==> src/rtl/quad_display_scheduler_pkg.sv <==
// quad_display_scheduler_pkg: shared display constants, scheduler state encoding and dwell-cycle computation
package quad_display_scheduler_pkg;
    localparam int DIGIT_W = 14;
    localparam logic [DIGIT_W-1:0] DISP_MAX = 14'd9999;
    typedef enum logic {
        IDLE = 1'b0,
        SHOW = 1'b1
    } state_e;
    function automatic int dwell_cyc(input int clock_freq_hz, input int dwell_ms);
        int c;
        c = clock_freq_hz / 1000 * dwell_ms;
        return c < 1 ? 1 : c;
    endfunction
endpackage

==> src/rtl/dwell_timer.sv <==
// dwell_timer: grant dwell counter (clk_i/rst_i, clear restarts at 0, hold freezes; expire high on the last dwell cycle when not held)
module dwell_timer #(
    parameter int DWELL_CYC = 4
) (
    input  logic clk_i,
    input  logic rst_i,
    input  logic clear,
    input  logic hold,
    output logic expire
);
    localparam int W = DWELL_CYC > 1 ? $clog2(DWELL_CYC) : 1;
    localparam logic [W-1:0] LAST = W'(DWELL_CYC - 1);
    logic [W-1:0] cnt_q, cnt_d;
    assign expire = cnt_q == LAST && !hold;
    always_comb begin
        cnt_d = clear ? '0 : hold ? cnt_q : cnt_q + W'(1);
    end
    always_ff @(posedge clk_i) begin
        if (rst_i) begin
            cnt_q <= '0;
        end else begin
            cnt_q <= cnt_d;
        end
    end
endmodule

==> src/rtl/quad_display_scheduler.sv <==
// quad_display_scheduler: round-robin time-sharing of the quad display (clk_i/rst_i, req_valid_i/req_value_i/hold_i in; grant_o/disp_en_o/disp_num_o/dot_enables_o out)
module quad_display_scheduler
    import quad_display_scheduler_pkg::*;
#(
    parameter int CLOCK_FREQ_HZ = 100_000_000,
    parameter int DWELL_MS      = 1000,
    parameter int NUM_REQ       = 4
) (
    input  logic                       clk_i,
    input  logic                       rst_i,
    input  logic [NUM_REQ-1:0]         req_valid_i,
    input  logic [NUM_REQ*DIGIT_W-1:0] req_value_i,
    input  logic                       hold_i,
    output logic [NUM_REQ-1:0]         grant_o,
    output logic                       disp_en_o,
    output logic [DIGIT_W-1:0]         disp_num_o,
    output logic [3:0]                 dot_enables_o
);
    localparam int DWELL_CYC = dwell_cyc(CLOCK_FREQ_HZ, DWELL_MS);
    state_e state_q, state_d;
    logic [1:0] ptr_q, ptr_d, pick, idx;
    logic [NUM_REQ-1:0] grant_q, grant_d;
    logic [DIGIT_W-1:0] num_q, num_d;
    logic [DIGIT_W-1:0] val [NUM_REQ];
    logic expire, repick, any_valid;
    for (genvar k = 0; k < NUM_REQ; k++) begin : g_val
        assign val[k] = req_value_i[k*DIGIT_W +: DIGIT_W];
    end
    dwell_timer #(.DWELL_CYC(DWELL_CYC)) u_timer (
        .clk_i  (clk_i),
        .rst_i  (rst_i),
        .clear  (repick),
        .hold   (hold_i),
        .expire (expire)
    );
    // Scan offsets from farthest to nearest so the nearest valid requester after the pointer wins.
    always_comb begin
        pick = ptr_q;
        idx = '0;
        for (int i = NUM_REQ; i >= 1; i--) begin
            idx = 2'((int'(ptr_q) + i) % NUM_REQ);
            if (req_valid_i[idx]) pick = idx;
        end
    end
    // In SHOW the pointer is the current grant, so a dropped valid on it forces an immediate re-pick.
    always_comb begin
        any_valid = |req_valid_i;
        repick = state_q == IDLE || expire || !req_valid_i[ptr_q];
        state_d = repick ? (any_valid ? SHOW : IDLE) : state_q;
        ptr_d = repick && any_valid ? pick : ptr_q;
        grant_d = state_d == SHOW ? NUM_REQ'(1) << ptr_d : '0;
        num_d = state_d != SHOW ? '0 : val[ptr_d] > DISP_MAX ? DISP_MAX : val[ptr_d];
    end
    always_ff @(posedge clk_i) begin
        if (rst_i) begin
            state_q <= IDLE;
            ptr_q <= 2'(NUM_REQ - 1);
            grant_q <= '0;
            num_q <= '0;
        end else begin
            state_q <= state_d;
            ptr_q <= ptr_d;
            grant_q <= grant_d;
            num_q <= num_d;
        end
    end
    assign grant_o = grant_q;
    assign disp_en_o = state_q == SHOW;
    assign disp_num_o = num_q;
    assign dot_enables_o = 4'(grant_q);
endmodule

==> config.mk <==
export PLATFORM = sky130hd
export DESIGN_NAME = quad_display_scheduler
export DESIGN_NICKNAME = d
export VERILOG_FILES = /design/src/rtl/quad_display_scheduler_pkg.sv /design/src/rtl/dwell_timer.sv /design/src/rtl/quad_display_scheduler.sv
export SDC_FILE = /design/constraint.sdc
export NUM_CORES = 1
export LEC_CHECK = 0
export ABC_AREA = 1
export CAP_MARGIN = 20
export CORE_MARGIN = 3
export CORE_UTILIZATION = 29
export CTS_CLUSTER_SIZE = 30
export DETAILED_ROUTE_END_ITERATION = 8
export HOLD_SLACK_MARGIN = 0.05
export PLACE_DENSITY = 0.59
export SYNTH_ARGS = -nofsm -noshare
export SYNTH_HDL_FRONTEND = slang
export SYNTH_SLANG_ARGS = --single-unit
==> constraint.sdc <==
create_clock -name clk_i -period 3.5 [get_ports clk_i]
set_clock_uncertainty 0.1 [all_clocks]
set_input_delay 0.35 -clock clk_i [delete_from_list [all_inputs] [get_ports clk_i]]
set_output_delay 0.35 -clock clk_i [all_outputs]
set_load 0.01 [all_outputs]
==> impl_results.md <==
* Worst hold start: u_timer.cnt_q[23]
* Pwr Total at 2.97 mW
* Worst path required time at 3.64 ns
* Worst Path Arrival at 2.98 ns
* Syn_area_per_cell at 6.60 sq um
* Ys Warns at 0
* Reg2reg end: disp_num_o[7]
* Max Buffers Root-to-Sink at 2
* Clock Latency Late Sink at 0.30 ns
* Setup slack after placement at 0.377 ns
* Outcome: complete, no violations
* Max-slew violations at 0
* Port bufs at 85
* Worst Setup Start Kind: register
* Power per cell area at 768 mW/mm^2
* Synthesized flop and latch total at 48
* GRT Util Overall at 13.9%
* Leak Pwr at 1.63 nW
* RSZ-0062 raised after global routing: false
* Max Clock Freq at 352 MHz
* Maximum number of pins on one net before global-route repair at 35
* Setup crit end kind: register
* Mapped Cells at 425
* Max Cap Violations at 0
* Vias in the first global route at 2,823
* Total number of vias at 2,767
* Worst hold path type: register to register
* Overflow after GRT at 0
* DRC Markers at 0
* Fraction of power consumed by sequential logic at 24.0%
* # diodes at 0
* DR pass1 iterations at 4
* R2R setup slack at 0.66 ns
* Int Power at 1.65 mW
* Global-route wire length before repair at 12.7 mm
* Initial antenna violation count at 0
* Routed Antenna Nets at 0
* Setup TNS at 0 ns
* Sw frac at 44.6%
* Post-CTS setup buffer count at 0
* NetSw at 1.32 mW
* Starting Density at 30.1%
* Die ar. at 0.0109 sq mm
* Logic pwr share at 59.9%
* Row count at 35
* Hold endpoint: u_timer.cnt_q[23]
* Commonest cells after routing, fill and taps aside: 111 x nand2_1, 85 x clkdlybuf4s50_1, 62 x inv_1
* Min-Delay Path Depth at 2
* Gpl congestion at 0.843
* HPWL after DPL at 5.93 mm
* Final period utilization at 81.1%
* Most common cell after layout, fill and taps aside: nand2_1
* Drt first-iter violations at 105
* Finished Layout Cells at 635
* Mapped cell area at 0.00280 sq mm
* Die X-Extent at 104 um
* Worst Tran Pin Value at 0.658 ns
* H-Tree Depth at 2
* Yosys cell types at 31
* Reg2Reg Launch Point: ptr_q[0]
* Setup ws final at 0.661 ns
* Met2 WL at 3.51 mm
* FF-to-FF path depth at 16
* Clock Power Share at 16.1%
* Worst Path Max Fanout at 34
* Sinks on Clock Net at 48
* Final #Nets at 569
* Root buf cell: clkbuf_8
* Synthesis-to-layout area growth at 38.1%
* Final hold violation count at 0
* # setup viols final at 0
* Met3 routed WL at 347 um
* Hold_buf cts at 0
* CTS tree: built
* Share of layout cells above drive strength 1 at 7.71%
* Resized Gates After CTS at 0
* DR top layer: met4
* Worst vdd ir at 0.485 mV
* DP Cell Count at 627
* IO Count at 86
* Core outline area at 0.00933 sq mm
* Drt total wl at 7.33 mm
* Syn Nets at 489
* Metal-1 WL at 3.41 mm
* Wire per inst at 11.5 um
* Num CTS Buffers at 5
* Chip Height at 104 um
* Relative slew slack at 56.1%
* Worst Setup Path Type: register to register
* Period minus WS final at 2.84 ns
* Clock slew at reported path FFs at 0.09 ns
* Seq/Total Area, Yosys at 34.3%
* Vias per cell at 4.36
==> cell families (layout without fill, tap and decap cells) <==
family	count (synthesis)	count (layout)	share of synthesized area [%]
and+or+nand+nor	230	230	38.3
buffers and inverters	82	163	13.1
adders and majority gates	1	1	0.446
xor gates and xnor gates	10	10	3.12
AOI/OAI and AO/OA	54	54	10.8
DFF	48	48	34.3
==> final cells by class <==
cell class,instances,area [sq um]
inverters,65,249
clock inverters,3,68.8
repair buffers,90,888
multi-input cells,295,1480
fillers,1003,5460
flip-flops and latches,48,961
clock buffers,5,68.8
well taps,129,161
==> registers in the layout (all words and copies together), names as in the netlist <==
| name | count |
|---|---|
| disp_num_o | 14 |
| dot_enables_o | 4 |
| u_timer.cnt_q | 27 |
| disp_en_o | 1 |
| ptr_q | 2 |
==> worst max-delay path, cell delays in order, from the launching register on <==
cell and delay, ns:
dfxtp_1 0.64, nand2_1 0.09, o21ai_1 0.13, nand2_1 0.10, nand2_1 0.07, nand2_1 0.06, nand2_2 0.09, nand4_4 0.22
nand2_4 0.34, inv_1 0.17, o21ai_0 0.17, nand2_1 0.10, nor2_2 0.10, nand2_2 0.07, nand2_4 0.11, nand2_4 0.10
nor2_2 0.10
==> worst max path at each step <==
stage                startpoint              to  slack (ns)  cells after the start
2_1_floorplan  u_timer.cnt_q[0]  disp_num_o[11]        1.34                     21
3_3_place_gp             hold_i   disp_num_o[7]        0.48                     18
3_5_place_dp             hold_i  disp_num_o[12]        0.38                     18
4_1_cts                ptr_q[0]   disp_num_o[7]        0.66                     16
5_1_grt                ptr_q[0]  disp_num_o[12]        0.36                     18
6_report               ptr_q[0]   disp_num_o[7]        0.66                     16
==> power by group through the flow <==
stage | Clock, mW | Sequential, mW | Combinational [mW]
after detailed placement | 0 | 0.727 | 1.79
after global placement | 0 | 0.732 | 1.76
after floorplan | 0 | 0.736 | 1.34
after CTS | 0.488 | 0.716 | 1.80
after global routing | 0.514 | 0.724 | 2.00
final | 0.479 | 0.714 | 1.78
==> synth_stat cells <==
library cell / number / area [sq um]
nand2_4: 4 / 45.0
nand4_4: 1 / 21.3
nand3_2: 1 / 10.0
or4_1: 1 / 7.51
nor2_2: 9 / 56.3
nor2_1: 36 / 135
o21ai_2: 1 / 8.76
o21ai_1: 1 / 5.00
nand2_1: 111 / 417
clkbuf_1: 3 / 11.3
inv_6: 1 / 8.76
nor2_4: 1 / 11.3
dfxtp_1: 48 / 961
xor2_1: 10 / 87.6
nand3b_1: 10 / 75.1
inv_2: 2 / 7.51
a21oi_1: 31 / 155
buf_4: 5 / 37.5
nor3_1: 15 / 75.1
nand4_1: 5 / 31.3
inv_1: 62 / 233
o21ai_0: 14 / 70.1
o21a_1: 2 / 15.0
or2_0: 1 / 6.26
o211ai_1: 1 / 7.51
nand3_1: 29 / 145
nand2_2: 6 / 37.5
buf_6: 4 / 45.0
a32o_1: 4 / 40.0
buf_2: 5 / 25.0
ha_1: 1 / 12.5
==> per-layer routing <==
| layer | up-vias | GRT usage [%] |
|---|---|---|
| met1 | 1203 | 17.4 |
| met3 | 6 | 3.23 |
| met2 | 68 | 24.2 |
| li1 | 1490 | - |
| met4 | 0 | 3.13 |
| met5 | - | 0 |
==> per-stage QoR <==
step	utilization (%)	hold WS (ns)	area, sq um
final	41.5	0.380	3870
after CTS	41.5	0.387	3870
after detailed placement	40.0	0.372	3730
after global routing	41.5	0.426	3870
after global placement	40.0	0.367	3730
after floorplan	-	0.350	2800
Power figures use the tool's default switching activity.
